[src/rtl/pm_min_select_seq.sv]
// Sequential best-path-metric selector: scans a captured metric vector LANES
// entries per cycle with modular compares and returns the winning state.
module pm_min_select_seq #(
  parameter int SM_WIDTH   = 8,
  parameter int NUM_STATES = 64,
  parameter int LANES      = 16,
  parameter int IDX_WIDTH  = 6
) (
  input  logic                           clk,
  input  logic                           rst_n,
  input  logic                           flush,
  input  logic                           in_valid,
  output logic                           in_ready,
  input  logic [NUM_STATES*SM_WIDTH-1:0] pm_array,
  input  logic                           find_max,
  output logic                           out_valid,
  input  logic                           out_ready,
  output logic [IDX_WIDTH-1:0]           best_index,
  output logic [SM_WIDTH-1:0]            best_value,
  output logic                           busy
);

  localparam int NUM_CHUNKS = NUM_STATES / LANES;
  localparam int CHUNK_W    = (NUM_CHUNKS > 1) ? $clog2(NUM_CHUNKS) : 1;
  localparam int LOG_LANES  = $clog2(LANES);
  localparam logic [CHUNK_W-1:0] LAST_CHUNK = CHUNK_W'(NUM_CHUNKS - 1);

  typedef enum logic [1:0] {IDLE, SCAN, DONE} state_t;

  state_t                          state_q, state_d;
  logic [CHUNK_W-1:0]              chunk_q, chunk_d;
  logic [NUM_STATES*SM_WIDTH-1:0]  vec_q, vec_d;
  logic                            mode_q, mode_d;
  logic [SM_WIDTH-1:0]             acc_val_q, acc_val_d;
  logic [IDX_WIDTH-1:0]            acc_idx_q, acc_idx_d;
  logic [SM_WIDTH-1:0]             best_val_q, best_val_d;
  logic [IDX_WIDTH-1:0]            best_idx_q, best_idx_d;

  logic [SM_WIDTH-1:0]  leaf_val [LANES];
  logic [IDX_WIDTH-1:0] leaf_idx [LANES];
  logic [SM_WIDTH-1:0]  chunk_val, merge_val;
  logic [IDX_WIDTH-1:0] chunk_idx, merge_idx;

  // True when a beats b under modular arithmetic; equal metrics never beat.
  function automatic logic beats(input logic [SM_WIDTH-1:0] a,
                                 input logic [SM_WIDTH-1:0] b,
                                 input logic                max_mode);
    logic [SM_WIDTH-1:0] d;
    d = a - b;
    return max_mode ? (!d[SM_WIDTH-1] && (d != '0)) : d[SM_WIDTH-1];
  endfunction

  genvar gi;
  generate
    for (gi = 0; gi < LANES; gi++) begin : g_leaf
      assign leaf_idx[gi] = IDX_WIDTH'(int'(chunk_q) * LANES + gi);
      assign leaf_val[gi] = vec_q[int'(leaf_idx[gi]) * SM_WIDTH +: SM_WIDTH];
    end
  endgenerate

  // Pairwise reduction in place; slot 2j always holds lower indices than 2j+1.
  always_comb begin
    logic [SM_WIDTH-1:0]  tv [LANES];
    logic [IDX_WIDTH-1:0] ti [LANES];
    for (int i = 0; i < LANES; i++) begin
      tv[i] = leaf_val[i];
      ti[i] = leaf_idx[i];
    end
    for (int l = 1; l <= LOG_LANES; l++) begin
      for (int j = 0; j < (LANES >> l); j++) begin
        if (beats(tv[2*j+1], tv[2*j], mode_q)) begin
          tv[j] = tv[2*j+1];
          ti[j] = ti[2*j+1];
        end else begin
          tv[j] = tv[2*j];
          ti[j] = ti[2*j];
        end
      end
    end
    chunk_val = tv[0];
    chunk_idx = ti[0];
  end

  always_comb begin
    if (chunk_q == '0 || beats(chunk_val, acc_val_q, mode_q)) begin
      merge_val = chunk_val;
      merge_idx = chunk_idx;
    end else begin
      merge_val = acc_val_q;
      merge_idx = acc_idx_q;
    end
  end

  always_comb begin
    state_d    = state_q;
    chunk_d    = chunk_q;
    vec_d      = vec_q;
    mode_d     = mode_q;
    acc_val_d  = acc_val_q;
    acc_idx_d  = acc_idx_q;
    best_val_d = best_val_q;
    best_idx_d = best_idx_q;
    if (flush) begin
      state_d = IDLE;
      chunk_d = '0;
    end else begin
      case (state_q)
        IDLE: begin
          if (in_valid) begin
            vec_d   = pm_array;
            mode_d  = find_max;
            chunk_d = '0;
            state_d = SCAN;
          end
        end
        SCAN: begin
          acc_val_d = merge_val;
          acc_idx_d = merge_idx;
          if (chunk_q == LAST_CHUNK) begin
            best_val_d = merge_val;
            best_idx_d = merge_idx;
            chunk_d    = '0;
            state_d    = DONE;
          end else begin
            chunk_d = chunk_q + 1'b1;
          end
        end
        DONE: begin
          if (out_ready) state_d = IDLE;
        end
        default: state_d = IDLE;
      endcase
    end
  end

  always_ff @(posedge clk or negedge rst_n) begin
    if (!rst_n) begin
      state_q    <= IDLE;
      chunk_q    <= '0;
      vec_q      <= '0;
      mode_q     <= 1'b0;
      acc_val_q  <= '0;
      acc_idx_q  <= '0;
      best_val_q <= '0;
      best_idx_q <= '0;
    end else begin
      state_q    <= state_d;
      chunk_q    <= chunk_d;
      vec_q      <= vec_d;
      mode_q     <= mode_d;
      acc_val_q  <= acc_val_d;
      acc_idx_q  <= acc_idx_d;
      best_val_q <= best_val_d;
      best_idx_q <= best_idx_d;
    end
  end

  assign in_ready   = (state_q == IDLE);
  assign out_valid  = (state_q == DONE);
  assign busy       = (state_q != IDLE);
  assign best_index = best_idx_q;
  assign best_value = best_val_q;

endmodule

[config.mk]
export PLATFORM = sky130hd
export DESIGN_NAME = pm_min_select_seq
export DESIGN_NICKNAME = d
export VERILOG_FILES = /design/src/rtl/pm_min_select_seq.sv
export SDC_FILE = /design/constraint.sdc
export NUM_CORES = 2
export LEC_CHECK = 0
export ABC_AREA = 1
export CELL_PAD_IN_SITES_DETAIL_PLACEMENT = 0
export CELL_PAD_IN_SITES_GLOBAL_PLACEMENT = 1
export CORE_ASPECT_RATIO = 2
export CORE_MARGIN = 2
export CORE_UTILIZATION = 44
export DETAILED_ROUTE_END_ITERATION = 8
export GPL_TIMING_DRIVEN = 0
export PLACE_DENSITY_LB_ADDON = 0.1
export SYNTH_ARGS = -nofsm -noshare
export SYNTH_HDL_FRONTEND = slang
export SYNTH_SLANG_ARGS = --single-unit
[constraint.sdc]
create_clock -name clk -period 29.7 [get_ports clk]
set_input_delay 2.97 -clock clk [delete_from_list [all_inputs] [get_ports clk]]
set_output_delay 2.97 -clock clk [all_outputs]
set_load 0.01 [all_outputs]
---- After elaboration in Yosys (flattened, before gate mapping) ----
Cells that the tools add are included.
word-level totals
  register bits after elaboration ......... 545
  output and inout bits ................... 17
  logic and storage cells ................. 178
cells by class
  add/subtract/negate cells ............... 32
  eq/ne operators ......................... 6
  shift-type cells ........................ 16
  muxes and demuxes ....................... 57
  bitwise gates (word level) .............. 1
  reductions and logical operators ........ 58
operators with widths
  cell                   count
  $shiftx A512 B10 Y8    16
  $mux W8                16
  $reduce_bool A8 Y1     16
  $sub A8 B8 Y8          16
  $mux W6                16
  $add A6 B4 Y6 const B  8
  $add A6 B3 Y6 const B  4
  $logic_and A1 B1 Y1    16
  $logic_not A1 Y1       16
  $mux W1                16
  $mux W2                7
  $add A6 B2 Y6 const B  2
  $reduce_and A3 Y1      3
  $add A6 B1 Y6 const B  1
  $ne A3 B3 Y1 const B   2
  $pmux W2 S3            1
  $eq A2 B2 Y1 const B   2
  $logic_not A2 Y1       2
  $pmux W2 S2            1
  $reduce_and A2 Y1      2
  $ne A3 B2 Y1 const B   1
  $reduce_bool A3 Y1     1
  $add A2 B1 Y2 const B  1
  $eq A2 B1 Y1 const B   1
  other kinds (3)        3

---- Longest topological paths before layout ----
  depth in word-level cells ............... 28
  gate-level depth with buffers ........... 97

---- Worst setup path after synthesis ----
Ideal clock, no wire load.
  path kind ............................... flip-flop to flip-flop
  start point ............................. reg chunk_q[0]
  end point ............................... reg best_idx_q[2] (netlist: best_index[2])
  arrival time ............................ 11.294 ns
  data required time ...................... 29.582 ns
  path slack .............................. 18.288 ns
  cell stages (with the launch flop) ...... 83
  path buffers ............................ 14
  clock period less this slack ............ 11.412 ns
  path through ............................ dfrtp_1 -> buf_6 -> buf_6 -> buf_4 -> buf_2 -> buf_1 -> clkbuf_1 -> clkbuf_1 -> clkbuf_1 -> buf_1 -> nor2_1 -> o22ai_1 -> ha_1 -> fa_1 -> nand3_1 -> nor2_1 -> nand3_1 -> nor2_1 -> [... 47 more ...] -> ha_1 -> nand3_1 -> nand2_1 -> a21oi_1 -> nor2_1 -> nor2_1 -> inv_1 -> a21oi_1 -> o21bai_1 -> xor2_1 -> inv_1 -> nand3_2 -> nand2_2 -> nand2_4 -> buf_2 -> nand4_1 -> nand3_1 -> nand2_1
on the way
  longest elaborated chain between the ends .. 28
  elaborated cells on any way between the ends .. 146
  classes of those cells .................. add/sub: 31; eq/ne: 1; shift: 16; mux: 47; reduce/logical: 51
RTL lines
  item                                                    RTL line  text
  start, declared                                         31        logic [CHUNK_W-1:0] chunk_q, chunk_d;
  start signal, assigned                                  148       chunk_q <= chunk_d;
  $add A6 B4 Y6 (tied with other cells)                   56        assign leaf_idx[gi] = IDX_WIDTH'(int'(chunk_q) * LANES + gi);
  $shiftx A512 B10 Y8                                     57        assign leaf_val[gi] = vec_q[int'(leaf_idx[gi]) * SM_WIDTH +: SM_WIDTH];
  $sub A8 B8 Y8                                           49        d = a - b;
  $reduce_bool A8 Y1 or $logic_not A1 Y1 (tied branches)  50        return max_mode ? (!d[SM_WIDTH-1] && (d != '0)) : d[SM_WIDTH-1];
  $logic_and A1 B1 Y1                                     50
  $mux W1                                                 50
  $mux W8                                                 71        if (beats(tv[2*j+1], tv[2*j], mode_q)) begin
  $sub A8 B8 Y8                                           49
  [... 12 more ...]                                       -
  $mux W1                                                 50
  $mux W8                                                 71
  $sub A8 B8 Y8                                           49
  $reduce_bool A8 Y1 or $logic_not A1 Y1 (tied branches)  50
  $logic_and A1 B1 Y1                                     50
  $mux W1                                                 50
  $logic_or A1 B1 Y1                                      85        if (chunk_q == '0 || beats(chunk_val, acc_val_q, mode_q)) begin
  $mux W6                                                 85
  end signal, assigned                                    154       best_idx_q <= best_idx_d;
  end, declared                                           37        logic [IDX_WIDTH-1:0] best_idx_q, best_idx_d;
Several ways; a longest one is shown, not always the timed one.
A chain may end at the register's enable or synchronous reset.

---- Final worst setup path ----
  start point ............................. reg chunk_q[1]
  end point ............................... reg best_val_q[3] (netlist: best_value[3])
on the way
  longest elaborated chain between the ends .. 28
  elaborated cells on any way between the ends .. 131
  classes of those cells .................. add/sub: 31; eq/ne: 1; shift: 16; mux: 32; reduce/logical: 51
RTL lines
  item                                                    RTL line  text
  $add A6 B4 Y6 (tied with other cells)                   56
  $shiftx A512 B10 Y8                                     57
  $sub A8 B8 Y8                                           49
  $reduce_bool A8 Y1 or $logic_not A1 Y1 (tied branches)  50
  $logic_and A1 B1 Y1                                     50
  $mux W1                                                 50
  $mux W8                                                 71
  $sub A8 B8 Y8                                           49
  [... 12 more ...]                                       -
  $mux W1                                                 50
  $mux W8                                                 71
  $sub A8 B8 Y8                                           49
  $reduce_bool A8 Y1 or $logic_not A1 Y1 (tied branches)  50
  $logic_and A1 B1 Y1                                     50
  $mux W1                                                 50
  $logic_or A1 B1 Y1                                      85
  $mux W8                                                 85
  end signal, assigned                                    153       best_val_q <= best_val_d;
  end, declared                                           36        logic [SM_WIDTH-1:0] best_val_q, best_val_d;
Several ways; a longest one is shown, not always the timed one.

==> results.txt <==
Dpl hpwl -> 114.1 mm
Total track usage -> 37.66%
DR vias -> 29900
Post-CTS Setup Bufs -> 0
Die area -> 76360 um^2
Initial Utilization -> 44.28%
Slew margin rel. -> 0.6847%
Clk Latency, worst-skew pair -> 0.65 ns
Synthesized area -> 32570 um^2
Synth unique cells -> 44
NumNets Final -> 4943
Primary FF master, synth -> dfrtp_1
CTS max path bufs -> 3
Endpoints failing setup -> 0
R2R cell count -> 82
Largest net degree at the start of global routing -> 123
Number of hold buffers added after cts -> 0
Final Skew -> 0.02410 ns
DRC errors left -> 0
Die Y-Extent -> 388.8 um
Slowest-stage cell, CP -> o21ai_0
Synth async-reset ratio -> 100.0%
CTS tree -> yes
Placer Congestion -> 1.013
Synthesis Warnings -> 0
Syn_area_per_cell -> 8.754 um^2
Vias in the first global route -> 30040
First-pass GRT wire length -> 203.3 mm
Global route overflow -> 0
Max frequency -> 56.91 MHz
Clock sinks -> 545
H-Tree Depth -> 2
Yosys reg bits -> 545
P&R area growth vs syn -> 25.90%
Worst-Margin Slew -> 1.490 ns
Initial antenna violation count -> 13
Crit-path max FO -> 10
Clk slew on worst S/H paths -> 0.07 ns
CTS buffer count -> 51
Type of the worst setup path -> reg2reg
DRT Wirelength -> 145.5 mm
Crit. End Element -> register
Chip width -> 196.4 um
Ports -> 535
Post-route ant nets -> 0
RSZ-0062 raised after global routing -> false
# port buffers -> 534
Hold Crit Depth -> 2
WL per Instance -> 27.50 um
Layout cell share with drive strength beyond 1 -> 17.86%
CP max stage delay -> 1.12 ns
Synthesized Nets -> 4350
Cts repair resizes -> 0
DR iter-0 viols -> 2161
Max-cap violations -> 1
Nature of the critical path startpoint -> register
Minimum clock period -> 17.57 ns
Failing checks -> capacitance limit
Post-synth EDFFs -> 0
Register area share after synthesis -> 41.87%
CP required -> 30.22 ns
Vias per cell -> 5.651
Post-Syn Instances -> 3721
Num rows -> 141
Worst EP arrival -> 18.10 ns
Final cycle utilization of the critical path -> 59.17%
Core area -> 73570 um^2
Hold Vio Cnt, Final -> 0
First-pass DRT Iterations -> 5
Outcome -> complete, but fails checks
Total negative slack -> 0 ns
Most frequent cell on the critical path -> nand2_1
Hold Path Class -> reg2reg
Slew Viols, Final -> 0
Root Buffer -> clkbuf_16
==> worst max-delay path: cells and delay by family, from the launching register on <==
kind	cells	cell delay [ns]
compound gates	9	3.38
buf+inv	22	6.86
fa+ha+maj	8	2.35
flops	1	0.38
xor+xnor	1	0.16
simple gates	42	4.18
==> cells by family (layout without fill, tap and decap cells) <==
family	count (synthesis)	count (layout)	synth area share, %
other cells	0	7	0
flops	545	545	41.87
buf+inv	475	1109	6.008
simple gates	1640	1640	21.53
fa+ha+maj	111	111	4.609
mux	507	507	17.52
xor+xnor	21	21	0.5646
compound gates	422	422	7.897
==> metal layers <==
layer	wire, um	global-route usage, %	up-vias
met3	9500	5.886	430
met4	12390	27.56	12
met1	51610	41.40	14480
met5	72	0	-
li1	-	-	13620
met2	71920	65.49	1362
==> area by class of cell <==
class,instances,area (um^2)
inverters,306,1156
well taps,929,1162
fillers,6908,32560
clock inverters,24,315.3
clock buffers,70,1449
flip-flops and latches,545,13640
plain buffers,169,803.3
diodes,7,17.52
multi-input cells,2701,16980
repair buffers,540,5490
==> final timing paths <==
check | from | to | slack [ns]
worst max-delay path | chunk_q[1] | best_value[3] | 12.13
worst min-delay path | best_value[0] | best_value[0] | 0.48
worst max register to register | chunk_q[1] | best_value[3] | 12.13
worst min register to register | best_value[0] | best_value[0] | 0.48
max in group asynchronous | rst_n | vec_q[100] | 25.58
min in group asynchronous | rst_n | vec_q[20] | 2.39
==> flip-flops by register name, summed over array words and instances, names as in the netlist <==
signal,flops
state_q,2
mode_q,1
vec_q,512
best_value,8
acc_val_q,8
acc_idx_q,6
chunk_q,2
best_index,6
==> cell usage after synthesis (2+ instances only) <==
master | number | share of area, %
a21o_1 | 2 | 0.046
a21oi_1 | 142 | 2.2
a31oi_1 | 2 | 0.038
a32o_1 | 30 | 0.92
a32oi_1 | 56 | 1.5
buf_1 | 9 | 0.10
buf_2 | 34 | 0.52
buf_4 | 11 | 0.25
buf_6 | 11 | 0.38
clkbuf_1 | 104 | 1.2
clkinv_1 | 3 | 0.035
dfrtp_1 | 545 | 42
fa_1 | 15 | 0.92
ha_1 | 96 | 3.7
inv_1 | 279 | 3.2
inv_2 | 22 | 0.25
mux2_2 | 506 | 17
nand2_1 | 1092 | 13
nand2_2 | 60 | 1.2
nand2_4 | 13 | 0.45
nand3_1 | 246 | 3.8
nand3_2 | 6 | 0.18
nand3b_1 | 31 | 0.71
nand4_1 | 27 | 0.52
nor2_1 | 146 | 1.7
nor2_2 | 5 | 0.096
nor2_4 | 5 | 0.17
nor3_1 | 3 | 0.046
o211ai_1 | 4 | 0.092
o21a_1 | 2 | 0.046
o21ai_0 | 129 | 2.0
o21ai_1 | 14 | 0.22
o21ai_2 | 5 | 0.13
o21bai_1 | 9 | 0.21
o22ai_1 | 26 | 0.50
or2_1 | 2 | 0.038
or2_2 | 3 | 0.058
xnor2_1 | 10 | 0.27
xor2_1 | 11 | 0.30
==> through the flow <==
step	hold WS, ns	setup WS [ns]	util (%)	instances	area (um^2)
2_1_floorplan	0.4491	18.29	-	3721	32570
3_3_place_gp	0.4614	0.6173	53.12	5184	39080
3_5_place_dp	0.4650	11.96	53.30	5189	39210
4_1_cts	0.4832	11.89	55.70	5283	40980
5_1_grt	0.4978	11.45	55.73	5285	41000
6_report	0.4761	12.13	55.75	5291	41010
==> cell usage in the layout, fill, tap and decap left out, types with 9 or more instances in the layout <==
| cell | instances |
|---|---|
| nand2_1 | 1092 |
| dfrtp_1 | 545 |
| clkdlybuf4s50_1 | 533 |
| mux2_2 | 506 |
| inv_1 | 279 |
| nand3_1 | 246 |
| nor2_1 | 146 |
| a21oi_1 | 142 |
| o21ai_0 | 129 |
| clkbuf_1 | 113 |
| ha_1 | 96 |
| nand2_2 | 60 |
| a32oi_1 | 56 |
| clkbuf_16 | 52 |
| buf_2 | 35 |
| nand3b_1 | 31 |
| a32o_1 | 30 |
| nand4_1 | 27 |
| o22ai_1 | 26 |
| inv_2 | 22 |
| fa_1 | 15 |
| o21ai_1 | 14 |
| nand2_4 | 13 |
| buf_6 | 11 |
| buf_4 | 11 |
| xor2_1 | 11 |
| xnor2_1 | 10 |
| o21bai_1 | 9 |
| clkinv_2 | 9 |
Power is left out: the tool's default activity adds up to more than one toggle a clock period on the data nets, which glitch-free logic cannot reach.
